--- src/rtl/isdu_pkg.sv ---
// Shared constants for the LC-3 sequencer: state codes, opcodes and datapath select encodings.
package isdu_pkg;

  localparam int SW = 5;

  localparam logic [SW-1:0] S_HALTED = 5'd0,  S_F18   = 5'd1,  S_F33   = 5'd2,  S_F35   = 5'd3;
  localparam logic [SW-1:0] S_D32    = 5'd4,  S_ADD   = 5'd5,  S_AND   = 5'd6,  S_NOT   = 5'd7;
  localparam logic [SW-1:0] S_BR00   = 5'd8,  S_BR22  = 5'd9,  S_JMP12 = 5'd10, S_JSR04 = 5'd11;
  localparam logic [SW-1:0] S_JSR21  = 5'd12, S_LDR06 = 5'd13, S_R25   = 5'd14, S_LDR27 = 5'd15;
  localparam logic [SW-1:0] S_STR07  = 5'd16, S_STR23 = 5'd17, S_W16   = 5'd18, S_LEA14 = 5'd19;
  localparam logic [SW-1:0] S_LDI10  = 5'd20, S_LDI_M = 5'd21, S_STI11 = 5'd22, S_STI_M = 5'd23;
  localparam logic [SW-1:0] S_PAUSE1 = 5'd24, S_PAUSE2 = 5'd25;

  localparam logic [3:0] OP_BR  = 4'b0000, OP_ADD = 4'b0001, OP_JSR = 4'b0100, OP_AND = 4'b0101;
  localparam logic [3:0] OP_LDR = 4'b0110, OP_STR = 4'b0111, OP_NOT = 4'b1001, OP_LDI = 4'b1010;
  localparam logic [3:0] OP_STI = 4'b1011, OP_JMP = 4'b1100, OP_PSE = 4'b1101, OP_LEA = 4'b1110;

  localparam logic [1:0] PCMUX_INC = 2'b00, PCMUX_BUS = 2'b01, PCMUX_ADDR = 2'b10;
  localparam logic [1:0] A2_ZERO = 2'b00, A2_OFF6 = 2'b01, A2_OFF9 = 2'b10, A2_OFF11 = 2'b11;
  localparam logic [1:0] ALUK_ADD = 2'b00, ALUK_AND = 2'b01, ALUK_NOT = 2'b10, ALUK_PASSA = 2'b11;
  localparam logic [1:0] SR1_DR = 2'b00, SR1_BASE = 2'b01;
  localparam logic [1:0] DR_IR = 2'b00, DR_R7 = 2'b01;

  function automatic logic is_access(logic [SW-1:0] s);
    return (s == S_F33) || (s == S_R25) || (s == S_W16);
  endfunction

endpackage

--- src/rtl/isdu_wait_ctr.sv ---
// Counts cycles spent in an SRAM access state; done marks the completing cycle.
module isdu_wait_ctr #(
  parameter int MEM_WAIT = 3,
  parameter int USE_RDY  = 0
) (
  input  logic clk,
  input  logic rst_n,
  input  logic start,
  input  logic active,
  input  logic mem_rdy,
  output logic done
);
  localparam int CW = $clog2(MEM_WAIT + 1);
  localparam logic [CW-1:0] LAST = CW'(MEM_WAIT - 1);

  logic [CW-1:0] cnt;
  logic          at_last;

  assign at_last = (cnt == LAST);
  assign done    = active && at_last && ((USE_RDY == 0) || mem_rdy);

  // Saturate at the last count while waiting on ready; never wrap.
  always_ff @(posedge clk or negedge rst_n) begin
    if (!rst_n)                        cnt <= '0;
    else if (start || !active || done) cnt <= '0;
    else if (!at_last)                 cnt <= cnt + 1'b1;
  end

endmodule

--- src/rtl/isdu_param.sv ---
// LC-3 instruction sequencer/decoder with counted SRAM access states and optional ready handshake.
module isdu_param
  import isdu_pkg::*;
#(
  parameter int MEM_WAIT = 3,
  parameter int USE_RDY  = 0,
  parameter int PAUSE_EN = 1
) (
  input  logic       Clk,
  input  logic       Reset_n,
  input  logic       Run,
  input  logic       Continue,
  input  logic [3:0] Opcode,
  input  logic       IR_5,
  input  logic       IR_11,
  input  logic       BEN,
  input  logic       Mem_Rdy,
  output logic       LD_MAR,
  output logic       LD_MDR,
  output logic       LD_IR,
  output logic       LD_BEN,
  output logic       LD_CC,
  output logic       LD_REG,
  output logic       LD_PC,
  output logic       LD_LED,
  output logic       GatePC,
  output logic       GateMDR,
  output logic       GateALU,
  output logic       GateMARMUX,
  output logic       ADDR1MUX,
  output logic       SR2MUX,
  output logic [1:0] PCMUX,
  output logic [1:0] DRMUX,
  output logic [1:0] SR1MUX,
  output logic [1:0] ADDR2MUX,
  output logic [1:0] ALUK,
  output logic       Mem_CE,
  output logic       Mem_UB,
  output logic       Mem_LB,
  output logic       Mem_OE,
  output logic       Mem_WE,
  output logic       Busy
);
  logic [SW-1:0] state, nxt;
  logic          ind;
  logic          done;

  isdu_wait_ctr #(.MEM_WAIT(MEM_WAIT), .USE_RDY(USE_RDY)) u_wait (
    .clk     (Clk),
    .rst_n   (Reset_n),
    .start   (is_access(nxt) && !is_access(state)),
    .active  (is_access(state)),
    .mem_rdy (Mem_Rdy),
    .done    (done)
  );

  always_ff @(posedge Clk or negedge Reset_n) begin
    if (!Reset_n) state <= S_HALTED;
    else          state <= nxt;
  end

  // Second-pass flag: LDI walks R25 twice, the second read delivers the data.
  always_ff @(posedge Clk or negedge Reset_n) begin
    if (!Reset_n)               ind <= 1'b0;
    else if (state == S_LDI_M)  ind <= 1'b1;
    else if (state == S_F18)    ind <= 1'b0;
  end

  always_comb begin
    nxt = state;
    case (state)
      S_HALTED: if (Run) nxt = S_F18;
      S_F18:    nxt = S_F33;
      S_F33:    if (done) nxt = S_F35;
      S_F35:    nxt = S_D32;
      S_D32: begin
        case (Opcode)
          OP_ADD:  nxt = S_ADD;
          OP_AND:  nxt = S_AND;
          OP_NOT:  nxt = S_NOT;
          OP_BR:   nxt = S_BR00;
          OP_JMP:  nxt = S_JMP12;
          OP_JSR:  nxt = S_JSR04;
          OP_LDR:  nxt = S_LDR06;
          OP_STR:  nxt = S_STR07;
          OP_LEA:  nxt = S_LEA14;
          OP_LDI:  nxt = S_LDI10;
          OP_STI:  nxt = S_STI11;
          OP_PSE:  nxt = (PAUSE_EN != 0) ? S_PAUSE1 : S_F18;
          default: nxt = S_F18;
        endcase
      end
      S_ADD, S_AND, S_NOT, S_BR22, S_JMP12, S_JSR21, S_LEA14, S_LDR27: nxt = S_F18;
      S_BR00:  nxt = BEN ? S_BR22 : S_F18;
      S_JSR04: nxt = S_JSR21;
      S_LDR06, S_LDI10, S_STI11, S_LDI_M: nxt = S_R25;
      S_R25: begin
        if (done) begin
          if (Opcode == OP_LDI)      nxt = ind ? S_LDR27 : S_LDI_M;
          else if (Opcode == OP_STI) nxt = S_STI_M;
          else                       nxt = S_LDR27;
        end
      end
      S_STR07, S_STI_M: nxt = S_STR23;
      S_STR23: nxt = S_W16;
      S_W16:   if (done) nxt = S_F18;
      S_PAUSE1: if (Continue)  nxt = S_PAUSE2;
      S_PAUSE2: if (!Continue) nxt = S_F18;
      default: nxt = S_HALTED;
    endcase
  end

  assign Mem_CE = 1'b0;
  assign Mem_UB = 1'b0;
  assign Mem_LB = 1'b0;
  assign Mem_OE = !is_access(state);
  assign Mem_WE = (state != S_W16);
  assign Busy   = (state != S_HALTED);

  always_comb begin
    LD_MAR = 1'b0; LD_MDR = 1'b0; LD_IR = 1'b0; LD_BEN = 1'b0;
    LD_CC  = 1'b0; LD_REG = 1'b0; LD_PC = 1'b0; LD_LED = 1'b0;
    GatePC = 1'b0; GateMDR = 1'b0; GateALU = 1'b0; GateMARMUX = 1'b0;
    ADDR1MUX = 1'b0; SR2MUX = 1'b0;
    PCMUX = PCMUX_INC; DRMUX = DR_IR; SR1MUX = SR1_DR; ADDR2MUX = A2_ZERO; ALUK = ALUK_ADD;
    case (state)
      S_F18:        begin GatePC = 1'b1; LD_MAR = 1'b1; LD_PC = 1'b1; PCMUX = PCMUX_INC; end
      S_F33, S_R25: LD_MDR = done;
      S_F35:        begin GateMDR = 1'b1; LD_IR = 1'b1; end
      S_D32:        LD_BEN = 1'b1;
      S_ADD, S_AND, S_NOT: begin
        GateALU = 1'b1; LD_REG = 1'b1; LD_CC = 1'b1; SR1MUX = SR1_BASE;
        ALUK    = (state == S_ADD) ? ALUK_ADD : (state == S_AND) ? ALUK_AND : ALUK_NOT;
        SR2MUX  = (state != S_NOT) && IR_5;
      end
      S_BR22:  begin ADDR2MUX = A2_OFF9; PCMUX = PCMUX_ADDR; LD_PC = 1'b1; end
      S_JMP12: begin SR1MUX = SR1_BASE; ADDR1MUX = 1'b1; ADDR2MUX = A2_ZERO; PCMUX = PCMUX_ADDR; LD_PC = 1'b1; end
      S_JSR04: begin GatePC = 1'b1; LD_REG = 1'b1; DRMUX = DR_R7; end
      S_JSR21: begin
        LD_PC = 1'b1; PCMUX = PCMUX_ADDR;
        if (IR_11) begin ADDR2MUX = A2_OFF11; ADDR1MUX = 1'b0; end
        else begin ADDR2MUX = A2_ZERO; ADDR1MUX = 1'b1; SR1MUX = SR1_BASE; end
      end
      S_LDR06, S_STR07: begin
        SR1MUX = SR1_BASE; ADDR1MUX = 1'b1; ADDR2MUX = A2_OFF6; GateMARMUX = 1'b1; LD_MAR = 1'b1;
      end
      S_LDI10, S_STI11: begin ADDR2MUX = A2_OFF9; GateMARMUX = 1'b1; LD_MAR = 1'b1; end
      S_LDI_M, S_STI_M: begin GateMDR = 1'b1; LD_MAR = 1'b1; end
      S_LDR27: begin GateMDR = 1'b1; LD_REG = 1'b1; LD_CC = 1'b1; end
      S_STR23: begin SR1MUX = SR1_DR; ALUK = ALUK_PASSA; GateALU = 1'b1; LD_MDR = 1'b1; end
      S_LEA14: begin ADDR2MUX = A2_OFF9; GateMARMUX = 1'b1; LD_REG = 1'b1; LD_CC = 1'b1; end
      S_PAUSE1, S_PAUSE2: LD_LED = 1'b1;
      default: ;
    endcase
  end

endmodule

--- config.mk ---
export PLATFORM = sky130hd
export DESIGN_NAME = isdu_param
export DESIGN_NICKNAME = d
export VERILOG_FILES = /design/src/rtl/isdu_pkg.sv /design/src/rtl/isdu_wait_ctr.sv /design/src/rtl/isdu_param.sv
export SDC_FILE = /design/constraint.sdc
export NUM_CORES = 1
export LEC_CHECK = 0
export BUFFER_PORTS_ARGS = -buffer_cell sky130_fd_sc_hd__buf_2
export CAP_MARGIN = 20
export CORE_AREA = 5 5 59 61
export CTS_CLUSTER_DIAMETER = 200
export DETAILED_ROUTE_END_ITERATION = 6
export DIE_AREA = 0 0 64 66
export PLACE_DENSITY_LB_ADDON = 0.15
export SYNTH_ARGS = -nofsm -noshare
export SYNTH_HDL_FRONTEND = slang
export SYNTH_HIERARCHICAL = 1
export SYNTH_SLANG_ARGS = --single-unit
--- constraint.sdc ---
create_clock -name Clk -period 9.02 [get_ports Clk]
set_input_delay 0.902 -clock Clk [delete_from_list [all_inputs] [get_ports Clk]]
set_output_delay 0.902 -clock Clk [all_outputs]
set_load 0.03 [all_outputs]
==> impl_metrics.toml, run 1 <==
[global_route]
grt_overflow_total = 0
grt_use_total_pct = 18.4
grt_pass1_vias = 1440
grt_first_pass_wirelength_um = 6490
antenna_found_initial = 0
grt_max_degree = 34

[clocking]
clk_path_buf_depth = 2
root_buffer = "clkbuf_4"
cts_setup_buffers = 0
cts_buffers = 3
htreeDepth = 1
cts_tree = "done"
clk_pin_slew_ns = 0.05
insertion_delay_ns = 0.24
hold_buffers = 0
clock_sinks = 8
ctsResizeCount = 0

[yosys]
synthMuxAreaShare_pct = 2.53
synthAdderAreaFrac_pct = 6.33
synthCells = 210
synth-xor-area-share_pct = 0
synth_simple_gate_area_share_pct = 33.1
ys_top_cells_by_area = "dfrtp_1 14%, nor2_1 7.6%, ha_1 6.3%"
syn_area_um2 = 1380
yosys.area.top_type_share_pct = 14.5
syn_avg_cell_area_um2 = 6.58
synth_top_family_by_area = "simple AND/OR/NAND/NOR gates"
synth_compound_area_share_pct = 30.9
synth_cell_type_count = 50
yosys.area.top_type = "dfrtp_1"
ys_ff_latch = 8
async_flop_share_pct = 100
synth_top_flop_cell = "dfrtp_1"
yosysSeqAreaShare_pct = 14.5
synth_edf_count = 0
synth_warnings = 6

[routing]
wl_per_cell_um = 14.2
via_per_inst = 5.86
drc = 0
num_vias = 1554
drt_iter0_markers = 98
drt_first_pass_iters = 4
ant_nets = 0
wl_um = 3770

[pwr]
power_density_nw_per_um2 = 352
switching_share_pct = 61.8
p_switching_mw = 0.332
p_comb_share_pct = 79.1
power.internal_mw = 0.206
clock_power_share_pct = 4.7
ir_drop_uv = 255
pwr-share-seq_pct = 16.2
power.leakage_nw = 0.743

[floorplan]
die_w_um = 64
initial_core_util_pct = 47.2
die_h_um = 66
dieArea_um2 = 4220
rows = 20
core_area_um2 = 2930
io_pins = 42

[final_layout]
final_core_util_pct = 52.2
n_fill_cell = 323
n_antenna_cell = 0
layout.area.seq_um2 = 200
drive_gt1_share_pct = 20.3
syn_to_final_growth_pct = 10.5
multi_input_area_um2 = 1030
finalNetCount = 253

[flow_run]
drv_cap = 0

[sta]
finalSetupViolCount = 0
layout_min_cycle_time_ns = 3.59
rsz0062_at_grt = "false"
fmax_mhz = 279
max_slew.worst_pin.slew_ns = 0.736
fin_worst_skew_ns = 0.00179
slew_viol_final = 0
fin_setup_tns_ns = 0
period_share_pct = 39.8
relSlewSlack_pct = 51.0
hold_viol_final = 0

[critical_path]
crit_top_cell = "a21oi_1"
critical-path-max-stage-delay_ns = 0.81
end_kind = "primary output"
ff2ff_path_depth = 9
required_ns = 8.12
worst_setup_path_endpoint = "LD_MDR"
crit_family = "flip-flops"
cp_num_buf_inv = 1
critPathArrivalTime_ns = 2.68
crit_path_start = "state[2]"
r2r_setup_slack_ns = 5.46
setup.worst_path.start_class = "register"
worstSetupPathType = "reg2out"
cp_slowest_cell = "dfrtp_1"
worstPathMaxFanout = 26
r2r-end = "u_wait/cnt[0]"
crit_chain = "nand3b_1, a21oi_1, and2_1, a21oi_1, o21ai_0, buf_2"
crit_cells = 6
r2r-start = "state[2]"

[min_path]
min_path_type = "reg2reg"

[placed_design]
routabilityCongestion = 0.861
dpl.hpwl_um = 2810
io_buffers = 34

[outcome]
status = "finished, final reports clean"
[power groups by stage]
stage	Clock, mW	Sequential (mW)	Combinational [mW]
detailed placement	0	0.0865	0.421
global placement	0	0.0874	0.421
floorplan	0	0.0603	0.356
finish	0.0253	0.0871	0.425
CTS	0.0270	0.0860	0.424
global route	0.0299	0.0915	0.469
[per-layer routing]
layer	routed length, um	track usage [%]	vias to the layer above	part of all wire (%)
li1	-	-	784	-
met1	1640	24.2	700	44
met2	1780	30.0	64	47
met3	307	2.89	6	8.2
met4	35	6.75	0	0.93
met5	0	0	-	0
[flip-flops by register name, summed over array words and instances (netlist names)]
signal	count
u_wait/cnt	2
state	5
ind	1
[cell usage in the layout, fill, tap and decap left out, types with 2 or more instances in the layout]
cell type,netlist,routed
o22ai_1,3,3
dfrtp_1,8,8
or2_2,2,2
a21oi_1,15,15
o31ai_1,2,2
conb_1,1,6
and3_1,3,3
o32ai_1,2,2
o21ai_0,16,16
nor2b_1,6,6
nand2b_1,7,7
a31oi_1,6,6
ha_1,7,7
buf_2,2,34
o2111ai_1,2,2
clkbuf_4,0,3
and2_1,2,2
nor3_1,5,5
nor2_1,28,28
o221ai_1,2,2
nand3_1,4,4
nand2_1,22,22
nor4b_1,2,2
inv_1,13,13
nor3b_1,3,3
nand3b_1,4,4
a22oi_1,2,2
mux2i_1,2,2
buf_4,8,2
[final cells by class]
class                   instances  area share (%)
repair buffers                 36            12.1
multi-input cells             172            67.4
clock buffers                   3            1.47
well taps                      33            2.70
flip-flops and latches          8            13.1
inverters                      13            3.19
[cell families (layout without fill, tap and decap cells)]
family | after synthesis | in the layout
AO/OA/AOI/OAI | 64 | 64
other | 1 | 6
AND/OR/NAND/NOR | 92 | 92
buffers and inverters | 35 | 52
multiplexers | 3 | 3
adder cells (fa/ha/maj) | 7 | 7
flip-flops | 8 | 8
[worst register-to-register path, stage by stage, from the launching register on]
cell and delay (ns):
dfrtp_1 0.81, nand3b_1 0.30, a21oi_1 0.42, and2_1 0.40, o2111ai_1 0.21, a22o_1 0.25, a211o_1 0.26, or2_0 0.22
a2111oi_2 0.44, nor4b_1 0.11
[per-stage QoR]
| step | hold slack (ns) | cell area, um^2 | total power, mW | instances | setup slack [ns] |
|---|---|---|---|---|---|
| after detailed placement | 0.430 | 1510 | 0.508 | 262 | 5.56 |
| after global routing | 0.479 | 1530 | 0.590 | 265 | 5.06 |
| final | 0.455 | 1530 | 0.538 | 265 | 5.43 |
| after CTS | 0.460 | 1530 | 0.537 | 265 | 5.42 |
| after floorplan | 0.412 | 1400 | 0.417 | 215 | 5.86 |
| after global placement | 0.425 | 1510 | 0.508 | 262 | 5.52 |
[cell usage after synthesis (all sizes together), types with 3 or more instances]
cell type,instances
a21oi,15
nor3,5
and3,3
nand2,22
a31oi,6
nor3b,3
nor2,28
or2,4
o21ai,16
inv,13
ha,7
o22ai,3
dfrtp,8
nand3b,4
nor2b,7
clkbuf,10
buf,12
nand2b,7
nand3,4
[worst min path at each step]
stage | slack [ns] | depth (start not counted) | start | to
floorplan | 0.41 | 1 | u_wait/cnt[0] | u_wait/cnt[0]
global placement | 0.43 | 1 | u_wait/cnt[0] | u_wait/cnt[0]
detailed placement | 0.43 | 1 | u_wait/cnt[0] | u_wait/cnt[0]
CTS | 0.46 | 1 | u_wait/cnt[0] | u_wait/cnt[0]
global route | 0.48 | 1 | Reset_n | u_wait/cnt[1]
finish | 0.46 | 1 | u_wait/cnt[0] | u_wait/cnt[0]
Power figures use the tool's default switching activity.
==> run 2: changes to the inputs <==
Settings changed: CORE_AREA 5 5 59 61 to 5 5 61 63, DIE_AREA 0 0 64 66 to 0 0 66 68.
Clock period 9.02 ns to 3.2 ns, I/O delays scaled along.
==> impl_metrics.toml, run 2 (synthesized netlist as in run 1, its figures left out) <==
[pwr]
clock_power_share_pct = 5.0
ir_drop_uv = 302
power.internal_mw = 0.617
power_density_nw_per_um2 = 985
p_comb_share_pct = 84.3
pwr-share-seq_pct = 10.7
power.leakage_nw = 0.779
p_switching_mw = 0.959
switching_share_pct = 60.9
fin_total_pwr_mw = 1.58

[critical_path]
end_kind = "register"
cp_slowest_cell = "a2111oi_2"
ff2ff_path_depth = 9
crit_chain = "or2_2, a21oi_1, and2_1, o2111ai_1, a22o_1, a211o_1, or2_0, a2111oi_2, nor4b_1"
r2r-end = "u_wait/cnt[0]"
worstPathMaxFanout = 6
required_ns = 3.32
setup.worst_path.start_class = "register"
r2r-start = "state[3]"
critPathArrivalTime_ns = 2.79
critical-path-max-stage-delay_ns = 0.41
r2r_setup_slack_ns = 0.52
worstSetupPathType = "reg2reg"

[sta]
layout_setup_ws_ns = 0.525
hold_viol_final = 0
slew_viol_final = 0
fin_worst_skew_ns = 0.00524
hold_ws_ns = 0.434
fmax_mhz = 374
layout_min_cycle_time_ns = 2.68
rsz0062_at_grt = "false"
period_share_pct = 83.6
fin_setup_tns_ns = 0
finalSetupViolCount = 0

[clocking]
ctsResizeCount = 0
insertion_delay_ns = 0.26
cts_tree = "done"
clock_sinks = 8
cts_setup_buffers = 0
root_buffer = "clkbuf_4"
clk_pin_slew_ns = 0.06
htreeDepth = 1
clk_path_buf_depth = 2
cts_buffers = 3
hold_buffers = 1

[floorplan]
io_pins = 42
die_w_um = 66
initial_core_util_pct = 43.5
rows = 21
die_h_um = 68
dieArea_um2 = 4490
core_area_um2 = 3180

[global_route]
grt_first_pass_wirelength_um = 6870
grt_pass1_vias = 1433
grt_use_total_pct = 19.4
antenna_found_initial = 0
grt_max_degree = 34
grt_overflow_total = 0

[final_layout]
finalNetCount = 260
n_antenna_cell = 0
layout_commonest_cell = "buf_2"
syn_to_final_growth_pct = 15.7
final_cells = 285
reg_top3 = "state: 5 flops, u_wait/cnt: 2 flops, ind: 1 flops"
n_fill_cell = 344
final_cell_mix = "34 x buf_2, 28 x nor2_1, 22 x nand2_1"
regMostFlops = "state"
drive_gt1_share_pct = 22.2
largest_register_ffs = 5

[placed_design]
routabilityCongestion = 0.905
post-place-ws_ns = 0.557
dpl.hpwl_um = 3050
numPlacedInstances = 281
io_buffers = 34

[routing]
num_vias = 1584
drc = 0
drt_iter0_markers = 120
wl_um = 4060
ant_nets = 0
wl_per_cell_um = 14.3
drt_first_pass_iters = 4
via_per_inst = 5.56

[min_path]
min_path_type = "in2async"

[flow_run]
drv_cap = 0

[outcome]
status = "finished, final reports clean"
==> run 2: power by group through the flow <==
stage	Combinational [mW]	Clock, mW	Sequential [mW]
floorplan	1.00	0	0.170
detailed placement	1.32	0	0.170
CTS	1.32	0.0806	0.168
global route	1.46	0.0888	0.177
global placement	1.32	0	0.169
finish	1.33	0.0787	0.168
==> run 2: worst max-delay path by stage <==
| stage | slack [ns] | from | endpoint | cells after the start |
|---|---|---|---|---|
| 6_report | 0.52 | state[3] | u_wait/cnt[0] | 9 |
| 5_1_grt | 0.32 | state[3] | u_wait/cnt[1] | 9 |
| 4_1_cts | 0.53 | state[3] | u_wait/cnt[0] | 9 |
| 3_5_place_dp | 0.56 | state[3] | u_wait/cnt[0] | 9 |
| 3_3_place_gp | 0.59 | state[3] | u_wait/cnt[0] | 9 |
| 2_1_floorplan | 0.28 | state[2] | u_wait/cnt[0] | 11 |
==> run 2: stage by stage <==
stage,cell area (um^2),util [%]
after floorplan,1400,-
final,1600,50.3
after detailed placement,1570,49.3
after CTS,1600,50.3
after global routing,1600,50.3
after global placement,1570,49.3
==> run 2: metal layers <==
metal / up-vias / wire length (um) / GRT usage [%]
li1: 794 / - / -
met1: 720 / 1830 / 25.9
met2: 61 / 1950 / 32.7
met3: 9 / 241 / 2.96
met4: 0 / 46 / 5.33
met5: - / 0 / 0
==> run 2: layout make-up <==
| class | count | area, um^2 | area share, % |
|---|---|---|---|
| Clock buffer | 3 | 22.5 | 1.41 |
| Timing Repair Buffer | 43 | 240 | 15.0 |
| Sequential cell | 8 | 200 | 12.5 |
| Inverter | 13 | 48.8 | 3.05 |
| Tap cell | 46 | 57.6 | 3.60 |
| Multi-Input combinational cell | 172 | 1030 | 64.4 |
==> run 2: worst max-delay path: cells and delay by family, from the launching register on <==
family	cells	cell delay, ns
and+or+nand+nor	4	0.88
DFF	1	0.40
AOI/OAI and AO/OA	5	1.24
==> run 3: changes to the inputs <==
Clock period 3.2 ns to 2.2 ns, I/O delays scaled along.
==> impl_metrics.toml, run 3 (synthesized netlist as in run 1, its figures left out) <==
[outcome]
status = "finished, violations left"
violations = "negative setup slack"

[critical_path]
crit_path_start = "state[2]"
setup.worst_path.start_class = "register"
required_ns = 2.32
r2r-start = "state[2]"
worstSetupPathType = "reg2reg"
critPathArrivalTime_ns = 2.51
end_kind = "register"
worstPathMaxFanout = 3

[routing]
ant_nets = 0
met1_length_um = 1820
topRoutingLayerUsed = "met4"
drt_iter0_markers = 127
drt_first_pass_iters = 4
dr_wl_met3_um = 287
num_vias = 1712
dr_wl_met2_um = 2150
wl_per_cell_um = 13.5
wl_um = 4360
via_per_inst = 5.28
drc = 0

[global_route]
grt_overflow_total = 0
grt_first_pass_wirelength_um = 7020
grt_use_total_pct = 19.8
grt_max_degree = 23
antenna_found_initial = 0
grt_pass1_vias = 1537

[placed_design]
routabilityCongestion = 0.897
io_buffers = 34
dpl.hpwl_um = 3450

[sta]
rsz0062_at_grt = "true"
fin_worst_skew_ns = 0.00515
period_share_pct = 108
relSlewSlack_pct = 64.0
finalSetupViolCount = 2
fin_setup_tns_ns = -0.362
layout_min_cycle_time_ns = 2.38
fmax_mhz = 419
max_slew.worst_pin.slew_ns = 0.540
layout_setup_ws_ns = -0.184
hold_viol_final = 0
slew_viol_final = 0

[clocking]
clock_sinks = 8
htreeDepth = 1
clk_path_buf_depth = 2
cts_tree = "done"
clk_pin_slew_ns = 0.06
insertion_delay_ns = 0.25
cts_buffers = 3
root_buffer = "clkbuf_4"

[final_layout]
layout_commonest_cell = "buf_4"
final_cell_mix = "47 x buf_4, 32 x buf_2, 27 x nor2_1"
reg_top3 = "state: 5 flops, u_wait/cnt: 2 flops, ind: 1 flops"
regMostFlops = "state"
largest_register_ffs = 5
syn_to_final_growth_pct = 43.1
finalNetCount = 299
n_antenna_cell = 0
drive_gt1_share_pct = 37.1

[floorplan]
die_h_um = 68
initial_core_util_pct = 43.5
die_w_um = 66
io_pins = 42
core_area_um2 = 3180
rows = 21
dieArea_um2 = 4490

[pwr]
power.leakage_nw = 0.983
ir_drop_uv = 628
power_density_nw_per_um2 = 1430
fin_total_pwr_mw = 2.84

[min_path]
worstHoldStart = "Continue"
min_path_type = "in2reg"

[flow_run]
drv_cap = 0
## run 3: cell types whose count changed in the layout (fill, tap and decap cells not counted), sizes merged
cell,before,now
buf,42,80
clkbuf,3,4
## run 3: worst paths after layout
check	end	cells after the start	slack, ns
min in group asynchronous	state[0]	2	0.35
max reg2reg	u_wait/cnt[0]	9	-0.18
max in group asynchronous	u_wait/cnt[1]	2	1.68
min reg2reg	u_wait/cnt[0]	1	0.48
max	u_wait/cnt[0]	9	-0.18
min	state[4]	3	0.33
## run 3: worst max-delay path, cell delays in order, from the launching register on
cell	delay, ns
dfrtp_1	0.39
or2_4	0.27
a21oi_4	0.12
and2_4	0.16
o2111ai_2	0.10
a22o_1	0.24
a211o_1	0.27
or2_1	0.25
a2111oi_4	0.37
nor4b_2	0.09
## run 3: metal layers
metal | vias up | track usage (%)
li1 | 877 | -
met4 | 0 | 4.57
met1 | 755 | 24.8
met2 | 70 | 35.4
met5 | - | 0
met3 | 10 | 3.61
## run 3: metrics by stage
step / cell area, um^2 / util [%] / hold slack (ns) / setup WS, ns / std cells
2_1_floorplan: 1440 / - / -0.0756 / -0.405 / 215
3_3_place_gp: 1860 / 58.5 / 0.0692 / -0.155 / 317
3_5_place_dp: 1860 / 58.5 / 0.0706 / -0.232 / 317
4_1_cts: 1940 / 61.0 / 0.331 / -0.238 / 324
5_1_grt: 1980 / 62.2 / 0.341 / -0.281 / 324
6_report: 1980 / 62.2 / 0.333 / -0.184 / 324
## run 3: power by group
part,internal (mW),switching [mW]
registers,0.206,0.0345
logic,1.02,1.46
clock network,0.0624,0.0499
total,1.29,1.55
## run 3: final cells by class
cell class                      instances  area (um^2)
Fill cell                             313         1200
Multi-Input combinational cell        172         1110
Timing Repair Buffer                   82          542
Sequential cell                         8          200
Tap cell                               46         57.6
Inverter                               13         48.8
Clock buffer                            3         22.5
## run 3: timing repair
item	in CTS	in global routing
setup endpoints to repair	2	9
hold endpoints to repair	8	0
gates resized for setup	4	10
buffers inserted	3	0
hold buffers	1	0
pin swaps	9	3
